<file path="src/rtl/imem_loader_pkg.sv">
// imem_loader_pkg: shared widths and loader state encoding.
// Also used by the fetch side so that both agree on byte order.
package imem_loader_pkg;
  localparam int BYTES_PER_WORD = 4;
  localparam int WORD_WIDTH = 32;
  localparam int BYTE_WIDTH = 8;
  localparam int BIDX_WIDTH = $clog2(BYTES_PER_WORD);

  typedef enum logic [1:0] {
    IDLE   = 2'd0,
    ACCEPT = 2'd1,
    WRITE  = 2'd2,
    DONE   = 2'd3
  } loader_state_t;
endpackage

</file>
<file path="src/rtl/imem_loader_word_byte_serializer.sv">
// Word-to-byte serializer: holds one word and presents its bytes,
// most significant first, one per advance.
module imem_loader_word_byte_serializer
  import imem_loader_pkg::*;
(
  input  logic                  clk,
  input  logic                  rst_n,
  input  logic                  load,
  input  logic                  advance,
  input  logic [WORD_WIDTH-1:0] word,
  output logic [BYTE_WIDTH-1:0] byte_out,
  output logic                  last_byte
);
  logic [WORD_WIDTH-1:0] shift;
  logic [BIDX_WIDTH-1:0] idx;

  always_ff @(posedge clk or negedge rst_n) begin
    if (!rst_n) begin
      shift <= '0;
      idx   <= '0;
    end else if (load) begin
      shift <= word;
      idx   <= '0;
    end else if (advance) begin
      shift <= shift << BYTE_WIDTH;
      idx   <= idx + 1'b1;
    end
  end

  assign byte_out  = shift[WORD_WIDTH-1 -: BYTE_WIDTH];
  assign last_byte = (idx == BIDX_WIDTH'(BYTES_PER_WORD - 1));
endmodule

</file>
<file path="src/rtl/imem_loader.sv">
// imem_loader: streams 32-bit words into the byte-wide instruction
// memory write port, big-endian, starting at BASE_ADDR.
module imem_loader
  import imem_loader_pkg::*;
#(
  parameter int ADDR_WIDTH = 8,
  parameter int BASE_ADDR  = 0
) (
  input  logic                  clk,
  input  logic                  rst_n,
  input  logic                  start,
  input  logic [WORD_WIDTH-1:0] word_data,
  input  logic                  word_valid,
  input  logic                  word_last,
  output logic                  word_ready,
  output logic                  mem_we,
  output logic [ADDR_WIDTH-1:0] mem_addr,
  output logic [BYTE_WIDTH-1:0] mem_wdata,
  output logic                  busy,
  output logic                  done,
  output logic                  overflow,
  output logic [ADDR_WIDTH-2:0] words_written
);
  localparam logic [ADDR_WIDTH-1:0] BASE = ADDR_WIDTH'(BASE_ADDR);

  loader_state_t         state, state_n;
  logic [ADDR_WIDTH-1:0] ptr, ptr_n;
  logic [ADDR_WIDTH-2:0] cnt, cnt_n;
  logic                  last_q, last_n;
  logic                  done_q, done_n;
  logic                  ovf_q, ovf_n;
  logic                  accept;
  logic                  in_write;
  logic                  last_byte;
  logic [BYTE_WIDTH-1:0] byte_out;

  assign accept   = (state == ACCEPT) && word_valid;
  assign in_write = (state == WRITE);

  imem_loader_word_byte_serializer u_ser (
    .clk       (clk),
    .rst_n     (rst_n),
    .load      (accept),
    .advance   (in_write),
    .word      (word_data),
    .byte_out  (byte_out),
    .last_byte (last_byte)
  );

  always_ff @(posedge clk or negedge rst_n) begin
    if (!rst_n) begin
      state  <= IDLE;
      ptr    <= BASE;
      cnt    <= '0;
      last_q <= 1'b0;
      done_q <= 1'b0;
      ovf_q  <= 1'b0;
    end else begin
      state  <= state_n;
      ptr    <= ptr_n;
      cnt    <= cnt_n;
      last_q <= last_n;
      done_q <= done_n;
      ovf_q  <= ovf_n;
    end
  end

  always_comb begin
    state_n = state;
    ptr_n   = ptr;
    cnt_n   = cnt;
    last_n  = last_q;
    done_n  = done_q;
    ovf_n   = ovf_q;
    unique case (state)
      IDLE, DONE: begin
        if (start) begin
          state_n = ACCEPT;
          ptr_n   = BASE;
          cnt_n   = '0;
          done_n  = 1'b0;
          ovf_n   = 1'b0;
        end
      end
      ACCEPT: begin
        if (word_valid) begin
          last_n  = word_last;
          state_n = WRITE;
        end
      end
      WRITE: begin
        ptr_n = ptr + 1'b1;
        if (last_byte) begin
          cnt_n = cnt + 1'b1;
          // a wrapped pointer means the memory is full
          if (last_q) begin
            done_n  = 1'b1;
            state_n = DONE;
          end else if (ptr_n == '0) begin
            ovf_n   = 1'b1;
            done_n  = 1'b1;
            state_n = DONE;
          end else begin
            state_n = ACCEPT;
          end
        end
      end
      default: state_n = IDLE;
    endcase
  end

  assign word_ready    = (state == ACCEPT);
  assign busy          = (state == ACCEPT) || in_write;
  assign mem_we        = in_write;
  assign mem_addr      = in_write ? ptr : '0;
  assign mem_wdata     = in_write ? byte_out : '0;
  assign done          = done_q;
  assign overflow      = ovf_q;
  assign words_written = cnt;
endmodule

</file>
<file path="config.mk">
export PLATFORM = sky130hd
export DESIGN_NAME = imem_loader
export DESIGN_NICKNAME = d
export VERILOG_FILES = /design/src/rtl/imem_loader_pkg.sv /design/src/rtl/imem_loader_word_byte_serializer.sv /design/src/rtl/imem_loader.sv
export SDC_FILE = /design/constraint.sdc
export NUM_CORES = 1
export LEC_CHECK = 0
export BUFFER_PORTS_ARGS = -buffer_cell sky130_fd_sc_hd__buf_2
export CORE_MARGIN = 2
export CORE_UTILIZATION = 30
export DETAILED_ROUTE_END_ITERATION = 7
export PLACE_DENSITY_LB_ADDON = 0.25
export SYNTH_ARGS = -nofsm -noshare
export SYNTH_HDL_FRONTEND = slang
export SYNTH_SLANG_ARGS = --single-unit
</file>
<file path="constraint.sdc">
create_clock -name clk -period 3.59 [get_ports clk]
set_clock_uncertainty 0.2 [all_clocks]
set_input_delay 0.359 -clock clk [delete_from_list [all_inputs] [get_ports clk]]
set_output_delay 0.359 -clock clk [all_outputs]
set_load 0.005 [all_outputs]
</file>
==> impl_results.md, run 1 <==
* Worst vdd ir at a little over 0.0002 V
* Largest family of logic cells by synthesized area: simple AND/OR/NAND/NOR gates
* Final WL at approximately 6400 um
* Adder-cell area share of the yosys netlist at between 3 and 4%
* Clock Latency Late Sink at 0.31 ns
* Clock-pin slew on the worst setup and hold paths at between 0.1 and 0.15 ns
* Leak at between 1.5 and 2 nW
* RSZ-0062 raised after global routing: no
* Drt pass-1 iters at 4
* Vias in the first global route at approximately 2,200
* Power density cells at between 600 and 700 mW/mm^2
* CTS Sinks at 54
* CTS tree: built
* Share of cells above drive strength 1 at ~25%
* Starting Density at 31.0%
* Die Wd at ~100 um
* Multi-input gate area at between 0.001 and 0.0015 mm^2
* Syn_nets at 344
* Slowest CP cell: o211ai_1
* Die Y at between 100 and 150 um
* Post-route setup slack at 1.05 ns
* Worst r2r path cells at 6
* Synthesized cell area at ~0.0029 mm^2
* Reg-to-reg startpoint: state[0]
* Max Clk Rate at 394 MHz
* R2r endpoint: words_written[2]
* Relative slew slack at around a quarter
* Port Buffers at between 60 and 70
* # resized after CTS at 0
* Final setup viols at 0
* Dominant cell type by area after synthesis: dfrtp_1
* P&R area growth vs syn at 18.3%
* Arrival @ worst endpoint at approximately 2.5 ns
* Power Total at 2.15 mW
* CTS Buf Count at 5
* Syn avg cell area at between 9 and 10 um^2
* Detailed Route Iter0 Violations at approximately 110
* Final core utilization at a little under two fifths
* Via/cell ratio at about 4.6
* GR Util All Layers at about an eighth
* Initial antenna violation count at 0
* Routed wire length per instance at about 13 um
* Slew @ Worst Pin at roughly 1.1 ns
* Routability congestion estimate at 0.738
* Via count at between 2,000 and 2,500
* Core area at 0.00924 mm^2
* First-pass GRT wire length at 10,700 um
* Post-Synth Simple-Gate Area at a little under a fifth
* Sequential share of the synthesized area at a little under half
* Gr ovfl total at 0
* Post-synth top area share at a little under half
* Slew Viols, Final at 0
* Top post-synthesis cells by area: dfrtp_1 (47%), mux2i_1 (10%), o21ai_0 (8.0%), nand2_1 (7.6%), and2_1 (3.3%)
* ANT cells at 0
* Crit Path Class: flip-flop to flip-flop
* Die footprint at between 0.01 and 0.015 mm^2
* Reg area at 0.00135 mm^2
* Crit. End Element: flip-flop
* Critical Path End: words_written[2]
* DRC violations left at 0
* Synth Register Bits at 54
* Fillers at a little under 1,000
* Synth Area in Compound Gates at 14.1%
* Synth Area in XOR/XNOR at 1.22%
* H-tree depth at 2
* Final-report hold violation count at 0
* Worst setup SP type: flip-flop
* Site row count at 35
* CTS Root Cell: clkbuf_8
* Min-delay worst type: input pin to flip-flop
* Status: finished, final reports clean
* Post-DP HPWL at roughly 4500 um
* Setup TNS at 0 ns
* I/O Pins at between 60 and 70
* Distinct cells, synth at 42
* Worst path required time at ~3.6 ns
* Min cycle time layout at ~2.5 ns
* Number of antenna-violating nets in the routed design at 0
* Ordered list of cells on the worst path: inv_1 -> ha_2 -> inv_2 -> o211ai_1 -> o21ai_0 -> a22o_1
* Max Fanout on Critical Path at 22
* Fin crit share at between 70% and 80%
* Synth warn at 0
* Post-synthesis instance total at 300
* Post-synthesis mux area share at between 10% and 20%
* Max Cap Viol at 0
* Dpl ws at 1.06 ns
* Largest net degree at the start of global routing at 51
* Worst path max stage delay at between 0.9 and 1 ns
* Clock tree buffer depth at 2
* R2r setup slk at between 1 and 1.5 ns
* Worst Setup SP: state[0]
* Nets at 400
[cells by family after synthesis]
kind of cell    Yosys count
simple gates            112
compound gates           66
flops                    54
mux                      31
buf+inv                  26
fa+ha+maj                 7
xor+xnor                  4
[where the power goes]
part / switching (mW) / leakage (nW) / total (mW) / internal, mW
Sequential: 0.133 / 0.697 / 0.953 / 0.820
Combinational: 0.450 / 0.777 / 0.754 / 0.305
Clock: 0.215 / 0.0618 / 0.445 / 0.230
Total: 0.797 / 1.54 / 2.15 / 1.36
[layout by cell type, fill, tap and decap left out, types with 2 or more instances in the layout]
master	n
dfrtp_1	54
nand3_1	4
mux2i_1	30
nand2_1	58
a22o_1	2
and2_2	3
buf_4	4
nor3_1	7
or3_1	2
o21ai_1	2
and2_1	14
nor2_1	13
a21oi_1	5
ha_1	6
nand2b_1	5
buf_2	64
xor2_1	3
inv_1	5
o21ai_0	46
clkbuf_8	6
[what timing repair did]
action / in CTS / in global routing
buffers inserted: 0 / 0
hold buffers: 1 / 0
endpoints found under the hold margin: 27 / 0
[cell usage after synthesis, drive strengths merged]
cell type,instances
nor3,7
o31ai,3
o21ai,48
a31oi,2
o221ai,1
nand2,59
a41oi,1
ha,7
inv,6
mux2,1
or2,1
clkbuf,13
a32o,1
or4,1
dfrtp,54
nor4,1
o211ai,1
xor2,3
nor2,13
a31o,1
nand3,5
o31a,1
and2,17
a22o,2
a21oi,5
buf,7
nand2b,5
mux2i,30
or3,2
and3,1
xnor2,1
[layout make-up]
type	count	share of cell area (%)
multi-input cells	220	40.5
flip-flops and latches	54	39.8
repair buffers	69	10.6
well taps	129	4.76
clock buffers	6	2.43
clock inverters	2	1.14
inverters	6	0.664
[worst max-delay path: cells and delay by family (launching register included)]
kind,cells,cell delay (ns)
flops,1,0.43
fa+ha+maj,1,0.18
compound gates,3,1.38
buf+inv,2,0.24
[through the flow]
step | hold slack, ns | instance area (um^2) | instances
floorplan | -0.137 | 2870 | 300
global placement | 0.231 | 3260 | 477
detailed placement | 0.239 | 3260 | 477
CTS | 0.0339 | 3390 | 486
global route | 0.0424 | 3390 | 486
finish | 0.0343 | 3390 | 486
[registers in the layout, indices dropped and copies added, names as in the netlist]
name	cells
u_ser.shift	32
ptr	8
words_written	7
state	2
u_ser.idx	2
done	1
last_q	1
overflow	1
[routing by layer]
metal,share of wire [%],global-route usage (%)
met2,47,21.6
met1,47,16.9
met4,0.42,3.43
met5,0,0
met3,4.8,2.83
[worst min path at each step]
stage	startpoint	end	slack, ns	depth (start not counted)
after floorplan	rst_n	done	-0.14	0
after global placement	rst_n	ptr[3]	0.23	1
after detailed placement	rst_n	ptr[3]	0.24	1
after CTS	word_data[24]	u_ser.shift[24]	0.03	3
after global routing	word_data[26]	u_ser.shift[26]	0.04	3
final	word_data[30]	u_ser.shift[30]	0.03	3
Note: power is estimated with default switching activity, not from simulation.
==> run 2, diff against run 1 <==
clock period = 2.35 ns   (was 3.59 ns; I/O delays follow)
==> run 2 against run 1 <==
Net effect: combinational power increased by 64%; non-clock buffer count increased by 35; register-to-register slack got worse by 0.67 ns; sequential share of layout area decreased by 3.6 points; critical endpoint is now mem_wdata[4]; largest cell class unchanged.
==> impl_results.md, run 2 (synthesized netlist as in run 1, its figures left out) <==
* Clock Latency Late Sink at 0.32 ns (about the same)
* Final-report hold violation count at 0 (unchanged)
* Share of cells above drive strength 1 at 23.5% (-1.7 points)
* Die Y at 102 um (unchanged)
* Final core utilization at 40.3% (+3.6 points)
* Critical path depth in cells at 5 (-1)
* Initial antenna violation count at 0 (unchanged)
* Routability congestion estimate at 0.731 (-1.0%)
* # Post-CTS Setup Buffers at 0 (unchanged)
* Worst r2r path cells at 8 (+2)
* Nets at 435 (+8.8%)
* DRC violations left at 0 (unchanged)
* P&R area growth vs syn at 30.0%
* Worst vdd ir at 0.000504 V (+150%)
* RSZ-0062 raised after global routing: no
* CTS Root Cell: clkbuf_8
* Vias in the first global route at 2,430 (+10%)
* CTS Buf Count at 5 (unchanged)
* Max Cap Viol at 0 (unchanged)
* Cell family with most CP delay: buffers and inverters
* Largest net degree at the start of global routing at 55 (+7.8%)
* Port Buffers at 64 (unchanged)
* First-pass GRT wire length at 11,300 um (+6.2%)
* GR Util All Layers at 13.7% (+0.82 points)
* Relative slew slack at 52.0% (+27 points)
* Min-delay worst type: input pin to flip-flop
* Leak at 1.67 nW (+8.9%)
* CTS Sinks at 54 (unchanged)
* Clock tree buffer depth at 2 (unchanged)
* I/O Pins at 65 (unchanged)
* Arrival @ worst endpoint at 1.69 ns (-0.85 ns)
* Detailed Route Iter0 Violations at 56 (-50%)
* Crit. End Element: output port
* Largest Register: u_ser.shift
* Cells after DPL at 479 (+0.42%)
* Ordered list of cells on the worst path: inv_1 -> ha_2 -> buf_4 -> and2_1 -> buf_2
* Non-Filler Instances at 521 (+7.2%)
* Core area at 0.00924 mm^2 (unchanged)
* Via/cell ratio at 4.59 (+0.37%)
* Post-DP HPWL at 4450 um (-0.33%)
* Number of antenna-violating nets in the routed design at 0 (unchanged)
* Worst path required time at 1.91 ns (-1.69 ns)
* # resized after CTS at 0 (unchanged)
* Starting Density at 31.0% (unchanged)
* Max reg flops at 32 (unchanged)
* Most frequent cells in the layout: buf_2 (64), nand2_1 (58), dfrtp_1 (54), o21ai_0 (46), dlygate4sd3_1 (34)
* Final WL at 6540 um (+1.9%)
* Max Fanout on Critical Path at 24 (+9.1%)
* Final setup viols at 0 (unchanged)
* Drt pass-1 iters at 4 (unchanged)
* Max Clk Rate at about 470 MHz
* Power Total at 3.27 mW (+52%)
* Slew Viols, Final at 0 (unchanged)
* Routed wire length per instance at 12.6 um (-5.0%)
* Slowest CP cell: dfrtp_1
* Worst hold path depth at 4 (+1)
* Worst Path Buf+Inv at 3 (+1)
* Fin crit share at 90.5%
* Clock-pin slew on the worst setup and hold paths at 0.10 ns (about the same)
* Via count at 2,393 (+7.6%)
* Die Wd at 102 um (unchanged)
* Worst setup SP type: flip-flop
* Hold slack at 0.0606 ns (+0.0264 ns)
* Min cycle time layout at 2.13 ns
* Setup TNS at 0 ns (unchanged)
* Crit Path Class: flip-flop to output port
* Gr ovfl total at 0 (unchanged)
* Slew @ Worst Pin at 0.720 ns (-0.397 ns)
* Worst path max stage delay at 0.43 ns (-0.51 ns)
* CTS tree: built
* Hold buffer count at CTS at 34 (+33)
* Most common cell after layout, fill and taps aside: buf_2
* Power density cells at 877 mW/mm^2 (+38%)
* Status: finished, final reports clean
* Die footprint at 0.0104 mm^2 (unchanged)
* H-tree depth at 2 (unchanged)
* ANT cells at 0 (unchanged)
* Site row count at 35 (unchanged)
## run 2: layout make-up
type	count	area [um^2]
Clock buffer	6	82.6
Inverter	6	22.5
Multi-Input combinational cell	220	1380
Fill cell	961	5510
Tap cell	129	161
Timing Repair Buffer	104	718
Clock inverter	2	16.3
Sequential cell	54	1350
## run 2: path summary, 6_finish.rpt
check	slack, ns	from	endpoint
min in group asynchronous	0.37	rst_n	ptr[6]
hold / removal	0.06	start	ptr[7]
setup / recovery	0.22	state[0]	mem_wdata[4]
hold reg to reg	0.31	overflow	overflow
setup reg to reg	0.38	state[0]	overflow
max in group asynchronous	1.08	rst_n	words_written[2]
## run 2: layer usage
metal	vias up	wire length [um]	GRT usage [%]
li1	1202	-	-
met1	1130	3060	17.8
met2	55	3180	23.2
met3	6	252	2.69
met4	0	47	3.85
met5	-	0	0
## run 2: power by group
group          internal (mW)  leakage (nW)  switching [mW]
registers               1.25         0.697           0.209
clock network          0.243        0.0478           0.328
logic                  0.539         0.928           0.698
## run 2: through the flow
step / area [um^2] / setup WS [ns]
4_1_cts: 3730 / 0.219
6_report: 3730 / 0.223
3_5_place_dp: 3290 / 0.376
3_3_place_gp: 3290 / 0.430
2_1_floorplan: 2870 / 0.494
5_1_grt: 3730 / 0.123
## run 2: worst min-delay path, stage by stage
cell and delay (ns):
buf_2 0.12, a31oi_1 0.08, o21ai_0 0.07, nor2_1 0.04
==> run 3, diff against run 2 <==
BUFFER_PORTS_ARGS = -buffer_cell sky130_fd_sc_hd__buf_4   (was -buffer_cell sky130_fd_sc_hd__buf_2)
==> run 3 against run 2 <==
Net effect: utilization is 1.6 points higher; clock power is 11% lower; die area unchanged; wire length increased by 0.76%; hold slack got worse by 0.0046 ns; via count decreased by 0.75%; non-clock buffer count down 1; global-route usage fell by 0.44 points; fmax up 2.7%; power up 0.79%; combinational power up 7%; cell count is 0.38% lower; largest cell class unchanged.
==> impl_results.md, run 3 (synthesized netlist as in run 1, its figures left out) <==
* Max Fanout on Critical Path at 50 (+110%)
* Relative slew slack at 53.8% (+1.8 points)
* Final-report hold violation count at 0 (unchanged)
* Switch share at 37.2% (-0.55 points)
* Status: finished, final reports clean
* Via count at 2,375 (-0.75%)
* Core area at 0.00924 mm^2 (unchanged)
* Final setup viols at 0 (unchanged)
* Clock tree buffer depth at 2 (unchanged)
* Final WL at 6590 um (+0.76%)
* Clk pwr share at 15.4% (-2.1 points)
* Flop pwr share at 44.3% (-0.4 points)
* Via/cell ratio at 4.58 (-0.37%)
* Psw at 1.23 mW (-0.67%)
* Vias in the first global route at 2,261 (-7.0%)
* H-tree depth at 2 (unchanged)
* Detailed Route Iter0 Violations at 94 (+68%)
* Starting Density at 31.0% (unchanged)
* Routability congestion estimate at 0.713 (-2.5%)
* Largest Register: u_ser.shift
* Min-delay worst type: input pin to flip-flop
* Initial antenna violation count at 0 (unchanged)
* Share of cells above drive strength 1 at 23.1% (-0.39 points)
* Slew Viols, Final at 0 (unchanged)
* Nets at 434 (-0.23%)
* Power density cells at 850 mW/mm^2 (-3.1%)
* CTS Buf Count at 5 (unchanged)
* CTS tree: built
* Most frequent cells in the layout: buf_4 (67), nand2_1 (58), dfrtp_1 (54), o21ai_0 (46), dlygate4sd3_1 (34)
* Final core utilization at 41.9% (+1.6 points)
* Setup TNS at 0 ns (unchanged)
* RSZ-0062 raised after global routing: no
* Max Clk Rate at 483 MHz (+2.7%)
* Internal power at 2.07 mW (+1.7%)
* Most common cell after layout, fill and taps aside: buf_4
* DRC violations left at 0 (unchanged)
* P&R area growth vs syn at 35.2%
* Fin crit share at 88.1% (-2.4 points)
* Worst setup SP type: flip-flop
* Routed wire length per instance at 12.7 um (+1.2%)
* Post-DP HPWL at 4310 um (-3.2%)
* Clock-pin slew on the worst setup and hold paths at 0.10 ns (about the same)
* Die Y at 102 um (unchanged)
* Site row count at 35 (unchanged)
* Number of antenna-violating nets in the routed design at 0 (unchanged)
* Port Buffers at 64 (unchanged)
* # resized after CTS at 0 (unchanged)
* Worst vdd ir at 0.000419 V (-17%)
* Clock Latency Late Sink at 0.30 ns (-0.02 ns)
* ANT cells at 0 (unchanged)
* Max Cap Viol at 0 (unchanged)
* Worst path required time at 1.91 ns (about the same)
* Largest net degree at the start of global routing at 55 (unchanged)
* GR Util All Layers at 13.3% (-0.44 points)
* CTS Sinks at 54 (unchanged)
* Crit Path Class: flip-flop to output port
* Die Wd at 102 um (unchanged)
* Arrival @ worst endpoint at 1.64 ns (-0.05 ns)
* Slew @ Worst Pin at 0.693 ns (-0.0274 ns)
* Fillers at 926 (-3.6%)
* First-pass GRT wire length at 10,900 um (-4.2%)
* Power Total at 3.30 mW (+0.79%)
* CTS Root Cell: clkbuf_8
* I/O Pins at 65 (unchanged)
* Crit. End Element: output port
* Leak at 1.70 nW (+1.5%)
* Max reg flops at 32 (unchanged)
* Drt pass-1 iters at 4 (unchanged)
* Combinational power share at 40.3% (+2.5 points)
* Gr ovfl total at 0 (unchanged)
* Min cycle time layout at 2.07 ns (-0.0565 ns)
* Die footprint at 0.0104 mm^2 (unchanged)
==> run 3: cell count changes in the layout (fill, tap and decap cells not counted), sizes merged <==
cell	before	now
buf	70	69
clkbuf	6	5
clkinv	0	1
clkinvlp	1	0
==> run 3: power groups by stage <==
| stage | clock [mW] | combinational (mW) | sequential, mW |
|---|---|---|---|
| final | 0.509 | 1.33 | 1.46 |
| after floorplan | 0 | 0.902 | 1.41 |
| after detailed placement | 0 | 1.29 | 1.49 |
| after global routing | 0.584 | 1.52 | 1.51 |
| after CTS | 0.538 | 1.33 | 1.47 |
| after global placement | 0 | 1.26 | 1.48 |
==> run 3: final cells by class <==
class | count | area [um^2] | area share (%)
clock inverters | 2 | 13.8 | 0.355
flip-flops and latches | 54 | 1350 | 34.9
repair buffers | 103 | 883 | 22.8
multi-input cells | 220 | 1380 | 35.5
inverters | 6 | 22.5 | 0.581
well taps | 129 | 161 | 4.16
clock buffers | 5 | 68.8 | 1.78
==> run 3: worst max-delay path, stage by stage (launching register included) <==
cell     delay (ns)
dfrtp_1        0.43
inv_1          0.07
ha_2           0.21
buf_12         0.28
and2_1         0.22
buf_4          0.12
==> run 3: final timing paths <==
kind	from	to	slack, ns	cells after the start
worst max-delay path	state[0]	mem_addr[7]	0.28	5
worst min-delay path	start	ptr[7]	0.06	4
worst max register to register	state[0]	done	0.33	7
worst min register to register	done	done	0.32	2
max in group asynchronous	rst_n	u_ser.shift[1]	1.18	2
min in group asynchronous	rst_n	overflow	0.31	2
==> run 3: repair_timing <==
action | 4_1_cts | 5_1_grt
endpoints found under the setup margin | 0 | 3
buffers inserted | 0 | 1
hold endpoints to repair | 87 | 0
hold buffers | 34 | 0
==> run 3: layer usage <==
| layer | vias up | routed length (um) | global-route usage, % |
|---|---|---|---|
| met1 | 1123 | 2960 | 17.0 |
| met4 | 0 | 29 | 2.49 |
| met5 | - | 0 | 0 |
| met2 | 49 | 3310 | 23.0 |
| met3 | 2 | 290 | 3.17 |
| li1 | 1201 | - | - |
==> run 3: through the flow <==
stage / worst slack, ns / hold WS [ns] / instances / instance area (um^2)
floorplan: 0.494 / -0.261 / 300 / 2870
global placement: 0.213 / 0.135 / 477 / 3450
detailed placement: 0.171 / 0.137 / 477 / 3450
CTS: 0.147 / 0.0438 / 518 / 3870
global route: 0.150 / 0.0748 / 519 / 3880
finish: 0.280 / 0.0560 / 519 / 3880
